File: src/rtl/bcd_time_counter.sv
`default_nettype none
// ============================================================================
// Module   : bcd_time_counter
// Purpose  : mm:ss BCD timekeeping stage with a 1 Hz prescaler and a
//            run / stop / set-minutes / set-seconds button state machine.
//            The packed BCD output feeds the seven-segment driver directly.
// Option   : define BCD_TIME_COUNTER_HOUR_EN to add the hour_wrap pulse output
// Revision : 1.0 - initial release
// ============================================================================
module bcd_time_counter #(
    parameter int TICK_DIV = 100000000
) (
    input  logic        clk,
    input  logic        clr_n,
    input  logic        btn_start,
    input  logic        btn_mode,
    input  logic        btn_inc,
    output logic [15:0] x,
    output logic        running,
    output logic [1:0]  set_field,
`ifdef BCD_TIME_COUNTER_HOUR_EN
    output logic        hour_wrap,
`endif
    output logic        tick
);

    localparam int             CNT_W   = (TICK_DIV > 2) ? $clog2(TICK_DIV) : 1;
    localparam logic [CNT_W-1:0] CNT_MAX = CNT_W'(TICK_DIV - 1);

    typedef enum logic [1:0] {
        ST_STOPPED = 2'd0,
        ST_RUNNING = 2'd1,
        ST_SET_MIN = 2'd2,
        ST_SET_SEC = 2'd3
    } state_t;

    state_t           state_q, state_d;
    logic [CNT_W-1:0] cnt_q,   cnt_d;
    logic [15:0]      time_q,  time_d;
    logic             tick_q,  tick_d;
    logic             start_q, mode_q, inc_q;
`ifdef BCD_TIME_COUNTER_HOUR_EN
    logic             wrap_q,  wrap_d;
`endif

    logic             start_p, mode_p, inc_p;
    logic [8:0]       sec_inc, min_inc;

    // Increment a two-digit BCD field modulo 60; bit 8 is the carry out.
    function automatic logic [8:0] bcd60_inc(input logic [7:0] v);
        logic [3:0] ones;
        logic [3:0] tens;
        logic       carry;
        ones  = v[3:0];
        tens  = v[7:4];
        carry = 1'b0;
        if (ones == 4'd9) begin
            ones = 4'd0;
            if (tens == 4'd5) begin
                tens  = 4'd0;
                carry = 1'b1;
            end else begin
                tens = tens + 4'd1;
            end
        end else begin
            ones = ones + 4'd1;
        end
        return {carry, tens, ones};
    endfunction

    assign start_p = btn_start & ~start_q;
    assign mode_p  = btn_mode  & ~mode_q;
    assign inc_p   = btn_inc   & ~inc_q;

    assign sec_inc = bcd60_inc(time_q[7:0]);
    assign min_inc = bcd60_inc(time_q[15:8]);

    // Next-state logic: state transitions, prescaler, time advance and edits.
    always_comb begin
        state_d = state_q;
        cnt_d   = '0;
        time_d  = time_q;
        tick_d  = 1'b0;
`ifdef BCD_TIME_COUNTER_HOUR_EN
        wrap_d  = 1'b0;
`endif
        case (state_q)
            ST_STOPPED: begin
                // start wins over mode when both rise together
                if (start_p) begin
                    state_d = ST_RUNNING;
                end else if (mode_p) begin
                    state_d = ST_SET_MIN;
                end
            end
            ST_RUNNING: begin
                if (cnt_q == CNT_MAX) begin
                    tick_d        = 1'b1;
                    time_d[7:0]   = sec_inc[7:0];
                    if (sec_inc[8]) begin
                        time_d[15:8] = min_inc[7:0];
                    end
`ifdef BCD_TIME_COUNTER_HOUR_EN
                    wrap_d        = sec_inc[8] & min_inc[8];
`endif
                end else begin
                    cnt_d = cnt_q + 1'b1;
                end
                // a stop discards the partial second; a coincident tick still lands
                if (start_p) begin
                    state_d = ST_STOPPED;
                    cnt_d   = '0;
                end
            end
            ST_SET_MIN: begin
                if (inc_p) begin
                    time_d[15:8] = min_inc[7:0];
                end
                if (mode_p) begin
                    state_d = ST_SET_SEC;
                end
            end
            ST_SET_SEC: begin
                // seconds edit wraps without touching minutes
                if (inc_p) begin
                    time_d[7:0] = sec_inc[7:0];
                end
                if (mode_p) begin
                    state_d = ST_STOPPED;
                end
            end
            default: begin
                state_d = ST_STOPPED;
            end
        endcase
    end

    // State and datapath registers; reset reloads button history from live levels.
    always_ff @(posedge clk) begin
        if (!clr_n) begin
            state_q <= ST_STOPPED;
            cnt_q   <= '0;
            time_q  <= 16'h0000;
            tick_q  <= 1'b0;
            start_q <= btn_start;
            mode_q  <= btn_mode;
            inc_q   <= btn_inc;
`ifdef BCD_TIME_COUNTER_HOUR_EN
            wrap_q  <= 1'b0;
`endif
        end else begin
            state_q <= state_d;
            cnt_q   <= cnt_d;
            time_q  <= time_d;
            tick_q  <= tick_d;
            start_q <= btn_start;
            mode_q  <= btn_mode;
            inc_q   <= btn_inc;
`ifdef BCD_TIME_COUNTER_HOUR_EN
            wrap_q  <= wrap_d;
`endif
        end
    end

    // Output decode from registered state.
    always_comb begin
        set_field = 2'b00;
        case (state_q)
            ST_SET_MIN: set_field = 2'b10;
            ST_SET_SEC: set_field = 2'b01;
            default:    set_field = 2'b00;
        endcase
    end

    assign x       = time_q;
    assign tick    = tick_q;
    assign running = (state_q == ST_RUNNING);
`ifdef BCD_TIME_COUNTER_HOUR_EN
    assign hour_wrap = wrap_q;
`endif

endmodule
`default_nettype wire

File: config.mk
export PLATFORM = sky130hd
export DESIGN_NAME = bcd_time_counter
export DESIGN_NICKNAME = d
export VERILOG_FILES = /design/src/rtl/bcd_time_counter.sv
export SDC_FILE = /design/constraint.sdc
export NUM_CORES = 1
export LEC_CHECK = 0
export BUFFER_PORTS_ARGS = -buffer_cell sky130_fd_sc_hd__buf_2
export CORE_MARGIN = 3
export CORE_UTILIZATION = 30
export CTS_CLUSTER_DIAMETER = 100
export CTS_CLUSTER_SIZE = 40
export DETAILED_ROUTE_END_ITERATION = 8
export PLACE_DENSITY = 0.44
export SYNTH_ARGS = -nofsm -noshare
export SYNTH_HDL_FRONTEND = slang
export SYNTH_SLANG_ARGS = --single-unit
File: constraint.sdc
create_clock -name clk -period 2.95 [get_ports clk]
set_input_delay 0.295 -clock clk [delete_from_list [all_inputs] [get_ports clk]]
set_output_delay 0.295 -clock clk [all_outputs]
set_load 0.02 [all_outputs]
Word-level counts from Yosys, hierarchy flattened
Cells that the tools add are included.

Bitwise gates (word level): 8. Reductions and logical operators: 8. Muxes and demuxes: 22. Equality and inequality tests: 16. $add $sub $neg: 5.

Operators by type and width (count): $pmux W8 S2 (2); $add A27 B1 Y27 const B (1); $eq A27 B27 Y1 const B (1); $mux W4 (6); $mux W8 (3); $add A4 B1 Y4 const B (4); $mux W16 (1); $mux W2 (5); $eq A4 B3 Y1 const B (2); $eq A4 B4 Y1 const B (2); $ne A2 B2 Y1 const B (4); $pmux W2 S4 (1); $reduce_and A4 Y1 (2); $ne A2 B1 Y1 const B (3); $not A1 Y1 (5); $eq A2 B2 Y1 const B (2); $pmux W2 S2 (1); $reduce_bool A2 Y1 (2); $reduce_or A4 Y1 (1); $and A1 B1 Y1 (3); $mux W1 (3); $ne A3 B3 Y1 const B (1); $reduce_and A3 Y1 (1); $eq A2 B1 Y1 const B (1); other kinds (2) (2).

Register bits after elaboration: 49. Output and inout port bits: 20. Logic and storage cells: 67. Input port bits: 5.

Longest topological paths before layout
Gate-level depths: netlist (run 1).

Word-level depth: 6. Gate-level depth with buffers: 7. Mapped depth without buffers: 6.

Worst setup path after synthesis (run 1)
OpenSTA, ideal clock, no wires.

Path kind: flip-flop to flip-flop. From: reg cnt_q[0]. To: reg time_q[3] (netlist: x[3]). Clock period less this slack: 2.151 ns. Path slack: 0.799 ns. Stages on the path, launching flop included: 8. Buffers on the path: 1. Arrival: 2.031 ns. Setup time: 0.120 ns. Required time: 2.830 ns. Cell sequence: dfxtp_1 > ha_1 > nand4_4 > or4_4 > or2_1 > buf_6 > and3_1 > o31a_1.

Longest elaborated chain between the ends: 3.

Ends and longest elaborated chain: start, declared (RTL line 38) `logic [CNT_W-1:0] cnt_q, cnt_d;`; start signal, assigned (RTL line 153) `cnt_q <= cnt_d;`; $eq A27 B27 Y1 (RTL line 97) `if (cnt_q == CNT_MAX) begin`; $ne A2 B1 Y1 (no source line); $reduce_and A3 Y1 (no source line); end signal, assigned (RTL line 154) `time_q <= time_d;`; end, declared (RTL line 39) `logic [15:0] time_q, time_d;`.

Every way passes these cells. A chain may end at the register's enable or synchronous reset.

Final worst setup path (run 1)
From: reg cnt_q[20]. To: reg cnt_q[3].

Longest elaborated chain between the ends: 2.

Ends and longest elaborated chain (RTL line): $eq A27 B27 Y1 (97); $reduce_or A4 Y1 (no source line).

Every way passes these cells.

==> results.ini, run 1 <==
[status]
status = finished clean

[timing]
finalSetupTns_ps = 0
maxSlewHeadroom_pct = 48.8
period_share_pct = 78.9
fin_worst_skew_ps = 11.0
slew_violations = 0
period_needed_ps = 2330
finalHoldViolCount = 0
setup_viol = 0
tightest_slew_ps = 762
fmax_mhz = 430
grt_setup_unrepaired = false

[synth]
synthesis.area_um2 = 2390
synth_top_cell_area_share_pct = 41.0
synth_edf_count = 0
yosys-top-cells-area = dfxtp_1 (41%), nor2_1 (6.3%), xor2_1 (6.2%)
synth_nets = 283
async_reset_ff_share_pct = 0
muxShareOfSynthArea_pct = 3.34
synth_top_family_by_area = simple AND/OR/NAND/NOR gates
synth.most_common_cell = dfxtp_1
synth-xor-area-share_pct = 10.2
ys_types = 46
synth_compound_area_share_pct = 8.25
yosys.area.top_type = dfxtp_1
synth_warnings = 0
avgSynthCellArea_um2 = 8.65
syn-instance-count = 277
ys_seq_elements = 49
synthFlopType = dfxtp_1
synthAdderAreaFrac_pct = 0.522
yosysSeqAreaShare_pct = 41.0
synth_simple_gate_area_share_pct = 33.7
synth.top_cells.by_count = dfxtp_1 (49), nor2_1 (40), nand2_1 (26)

[die]
die_x_um = 95.3
start_util_pct = 32.0
die_h_um = 95.3
dieArea_um2 = 9090
rows = 31
core-area_um2 = 7490
pin_count = 25

[cells_and_area]
fillers = 811
multi_input_area_um2 = 1340
regArea_um2 = 981
drive_gt1_share_pct = 12.5
antenna_cells = 0
instances_no_fill = 402
fin_nets = 310
syn_to_final_growth_pct = 12.3

[clock_tree]
cts_resized = 0
h-tree-depth = 2
cts-root-buf = clkbuf_8
numCtsBuffers = 5
cts.sinks = 49
post_cts_buffers = 0
cts.clk_slew.worst_paths_ps = 90
clock_latency_ps = 300
cts_tree = done
clockBufferDepth = 2
holdBufCountCts = 0

[global_route]
grt_pass1_wl_um = 8740
first_global_vias = 1875
overflow = 0
antenna_found_initial = 0
grt_max_degree = 32
track_usage_pct = 12.2

[worst_setup_path]
worst_ep_required_time_ps = 3130
crit_start = cnt_q[20]
worstSetupPathType = reg2reg
reg2reg_to = cnt_q[3]
slowest_delay_ps = 630
crit_slowest_cell = or4_1
endpoint = cnt_q[3]
cp_data_arrival_time_ps = 2500
path_cells = nor4bb_1 > nand4_1 > or4_1 > nand4_2 > buf_4 > nor2_1
cp_max_fo = 27
timing.rr.start = cnt_q[20]
r2r_cells = 6
startpoint_type = flop
reg2reg_slack_ps = 620
cp-end-kind = flop

[place]
hpwlAfterDp_um = 3630
place.gp.congestion = 0.665
dpl.cell_count = 396
port_buffers = 24

[power]
cellPowerDensity_nw_per_um2 = 411
power.total_mw = 1.10
ir_drop_mv = 0.176
static-leakage-power_nw = 0.957

[detailed_routing]
drt_pre_antenna_iters = 4
drt_wl_total_um = 5040
drcViolationCount = 0
via_per_inst = 4.73
drt_iter0_drc = 72
wl_per_cell_um = 12.5
vias = 1900
antenna_left = 0

[min_path]
hold_class = in2reg

[run]
max_cap_violations = 0

==> layer usage <==
layer  share of wire (%)  routed length [um]  vias to the layer above  GRT usage (%)
met5                   0                   0                        -              0
met4                 1.7                  87                        0           4.33
met3                 3.5                 178                        7           2.76
met2                  44                2210                       21           19.2
met1                  51                2570                      851           16.2
li1                    -                   -                     1021              -
==> critical path: cells and delay by family (launching register included) <==
family | cells | cell delay, ps
simple gates | 5 | 1520
buf+inv | 1 | 280
flops | 1 | 390
==> cell families after synthesis <==
family / after synthesis
AO/OA/AOI/OAI: 29
XOR/XNOR: 28
adder cells (fa/ha/maj): 1
buffers and inverters: 15
flip-flops: 49
multiplexers: 8
AND/OR/NAND/NOR: 147
==> flip-flops by register name, indices dropped and copies added (netlist names) <==
| register | count |
|---|---|
| start_q | 1 |
| mode_q | 1 |
| state_q | 2 |
| x | 16 |
| tick | 1 |
| inc_q | 1 |
| cnt_q | 27 |
==> report_power, final <==
group          internal, mW  switching (mW)  total, mW
logic                0.0203          0.0351     0.0554
registers             0.668         0.00859      0.677
clock network         0.157           0.216      0.372
total                 0.845           0.259       1.10
==> layout make-up <==
class / instances / share of cell area (%)
Timing Repair Buffer: 26 / 5.02
Clock buffer: 5 / 2.56
Tap cell: 99 / 4.60
Sequential cell: 49 / 36.5
Clock inverter: 1 / 0.186
Multi-Input combinational cell: 213 / 49.9
Inverter: 9 / 1.26
==> cells in the final DEF (no fill, tap or decap), types with 6 or more instances in the layout <==
cell type and count:
nand2b_1 9, nand4_1 11, xor2_1 17, dfxtp_1 49
a21oi_1 7, o21ai_0 7, inv_1 9, xnor2_1 11
nor3_1 6, mux2i_1 8, nand2_1 26, nor2_1 40
buf_2 24, nand3_1 15
==> worst min-delay path by stage <==
stage | start | end | slack [ps] | cells past startpoint
5_1_grt | btn_mode | mode_q | 100 | 1
3_5_place_dp | btn_mode | mode_q | 420 | 1
3_3_place_gp | btn_start | start_q | 420 | 1
4_1_cts | btn_inc | inc_q | 100 | 1
6_report | btn_inc | inc_q | 110 | 1
2_1_floorplan | btn_inc | inc_q | 320 | 0
==> stage by stage <==
stage	hold WS (ps)	cell area, um^2	util, %	setup WS, ps
finish	111	2690	35.9	623
global placement	415	2620	34.9	667
floorplan	323	2390	-	799
CTS	98.9	2690	35.9	607
detailed placement	417	2620	34.9	661
global route	103	2690	35.9	439
(Power assumes the default switching activity.)
==> run 2, diff against run 1 <==
==> constraint.sdc (replaced) <==
create_clock -name clk -period 2.41 [get_ports clk]
set_input_delay 0.241 -clock clk [delete_from_list [all_inputs] [get_ports clk]]
set_output_delay 0.241 -clock clk [all_outputs]
set_load 0.02 [all_outputs]
==> run 2 against run 1 <==
  * Register-to-register slack lost 420 ps
  * Critical path depth is the same
  * Clock skew grew 2.2 ps
  * Final cell count grew 2.0%
  * Setup slack lost 420 ps
  * Largest cell class unchanged
  * Cell area grew 3.2%
  * Die area is the same
  * Sequential cell count is the same
  * Clock-buffer cell count grew 2
  * Global-route usage grew 0.26 points
  * Largest power group unchanged
  * Hold slack lost 58 ps
  * Maximum frequency grew 5.3%
  * Critical endpoint is now x[3]
==> results.ini, run 2 (same netlist as run 1, synthesis figures left out) <==
[timing]
hold_slack_ps = 52.5
fmax_mhz = 452
setup_viol = 0
fin_worst_skew_ps = 13.2
finalSetupTns_ps = 0
setup_ws_ps = 199
finalHoldViolCount = 0
period_share_pct = 91.7
tightest_slew_ps = 565
slew_violations = 0
maxSlewHeadroom_pct = 62.3
period_needed_ps = 2210
grt_setup_unrepaired = false

[detailed_routing]
drt_pre_antenna_iters = 4
drcViolationCount = 0
vias = 1996
drt_iter0_drc = 40
via_per_inst = 4.87
antenna_left = 0
drt_wl_total_um = 5220
wl_per_cell_um = 12.7

[die]
start_util_pct = 32.0
die_h_um = 95.3
pin_count = 25
die_x_um = 95.3
rows = 31
core-area_um2 = 7490
dieArea_um2 = 9090

[clock_tree]
post_cts_buffers = 0
holdBufCountCts = 0
cts.sinks = 49
clock_latency_ps = 310
clockBufferDepth = 2
numCtsBuffers = 5
cts_resized = 0
cts-root-buf = clkbuf_8
cts_tree = done
h-tree-depth = 2
cts.clk_slew.worst_paths_ps = 100

[power]
ir_drop_mv = 0.249
cellPowerDensity_nw_per_um2 = 520
power.total_mw = 1.44
static-leakage-power_nw = 1.01

[worst_setup_path]
cp_max_fo = 8
worst_ep_required_time_ps = 2620
reg2reg_slack_ps = 200
reg2reg_to = x[3]
r2r_cells = 6
timing.rr.start = cnt_q[0]
startpoint_type = flop
cp_data_arrival_time_ps = 2420
worstSetupPathType = reg2reg
cp-end-kind = flop
endpoint = x[3]
crit_start = cnt_q[0]

[cells_and_area]
drive_gt1_share_pct = 14.8
final_common_cell = dfxtp_1
multi_input_area_um2 = 1340
top_register = cnt_q
final_cell_area_um2 = 2780
fillers = 807
largest_reg_flops = 27
antenna_cells = 0
layout_common_cells = dfxtp_1 (49), nor2_1 (40), nand2_1 (26)
syn_to_final_growth_pct = 15.9
regArea_um2 = 981
fin_nets = 316

[global_route]
antenna_found_initial = 0
overflow = 0
track_usage_pct = 12.4
grt_pass1_wl_um = 8790
grt_max_degree = 32
first_global_vias = 1889

[place]
dpl_cell_area_um2 = 2670
hpwlAfterDp_um = 3750
pre_cts_slack_ps = 189
place.gp.congestion = 0.709
port_buffers = 24

[status]
status = finished clean

[min_path]
hold_class = in2reg

[run]
max_cap_violations = 0

## run 2: per-stage QoR
step                std cells  util (%)
finish                    410      37.1
global route              410      37.1
CTS                       410      37.1
detailed placement        402      35.7
global placement          402      35.7
floorplan                 277         -
## run 2: critical path: stages, from the launching register on
cell	delay, ps
dfxtp_1	380
ha_1	260
nand4_4	130
or4_4	570
or2_1	340
and3_1	220
o31a_1	230
## run 2: routing by layer
layer,GRT usage (%),up-vias,wire length (um)
met1,15.5,929,2510
met2,20.8,24,2440
met5,0,-,0
li1,-,1039,-
met4,3.25,0,56
met3,3.71,4,217
## run 2: final cells by class
class                      count  share of cell area (%)
clock buffer                   7                    3.47
clock inverter                 1                   0.180
inverter                       9                    1.22
multi-input combinational    213                    48.4
sequential                    49                    35.3
tap                           99                    4.46
timing repair buffer          32                    6.94
## run 2: report_power, final
| group | switching [mW] | internal, mW | leakage (nW) |
|---|---|---|---|
| clock | 0.279 | 0.260 | 0.0542 |
| sequential | 0.00705 | 0.818 | 0.396 |
| combinational | 0.0481 | 0.0307 | 0.555 |
## run 2: how the worst min path moves through the flow
stage	from	to	slack (ps)	cells past startpoint
floorplan	btn_inc	inc_q	270	0
global placement	btn_start	start_q	360	1
detailed placement	btn_mode	mode_q	370	1
CTS	btn_mode	mode_q	40	1
global route	btn_start	start_q	40	1
finish	btn_inc	inc_q	50	1
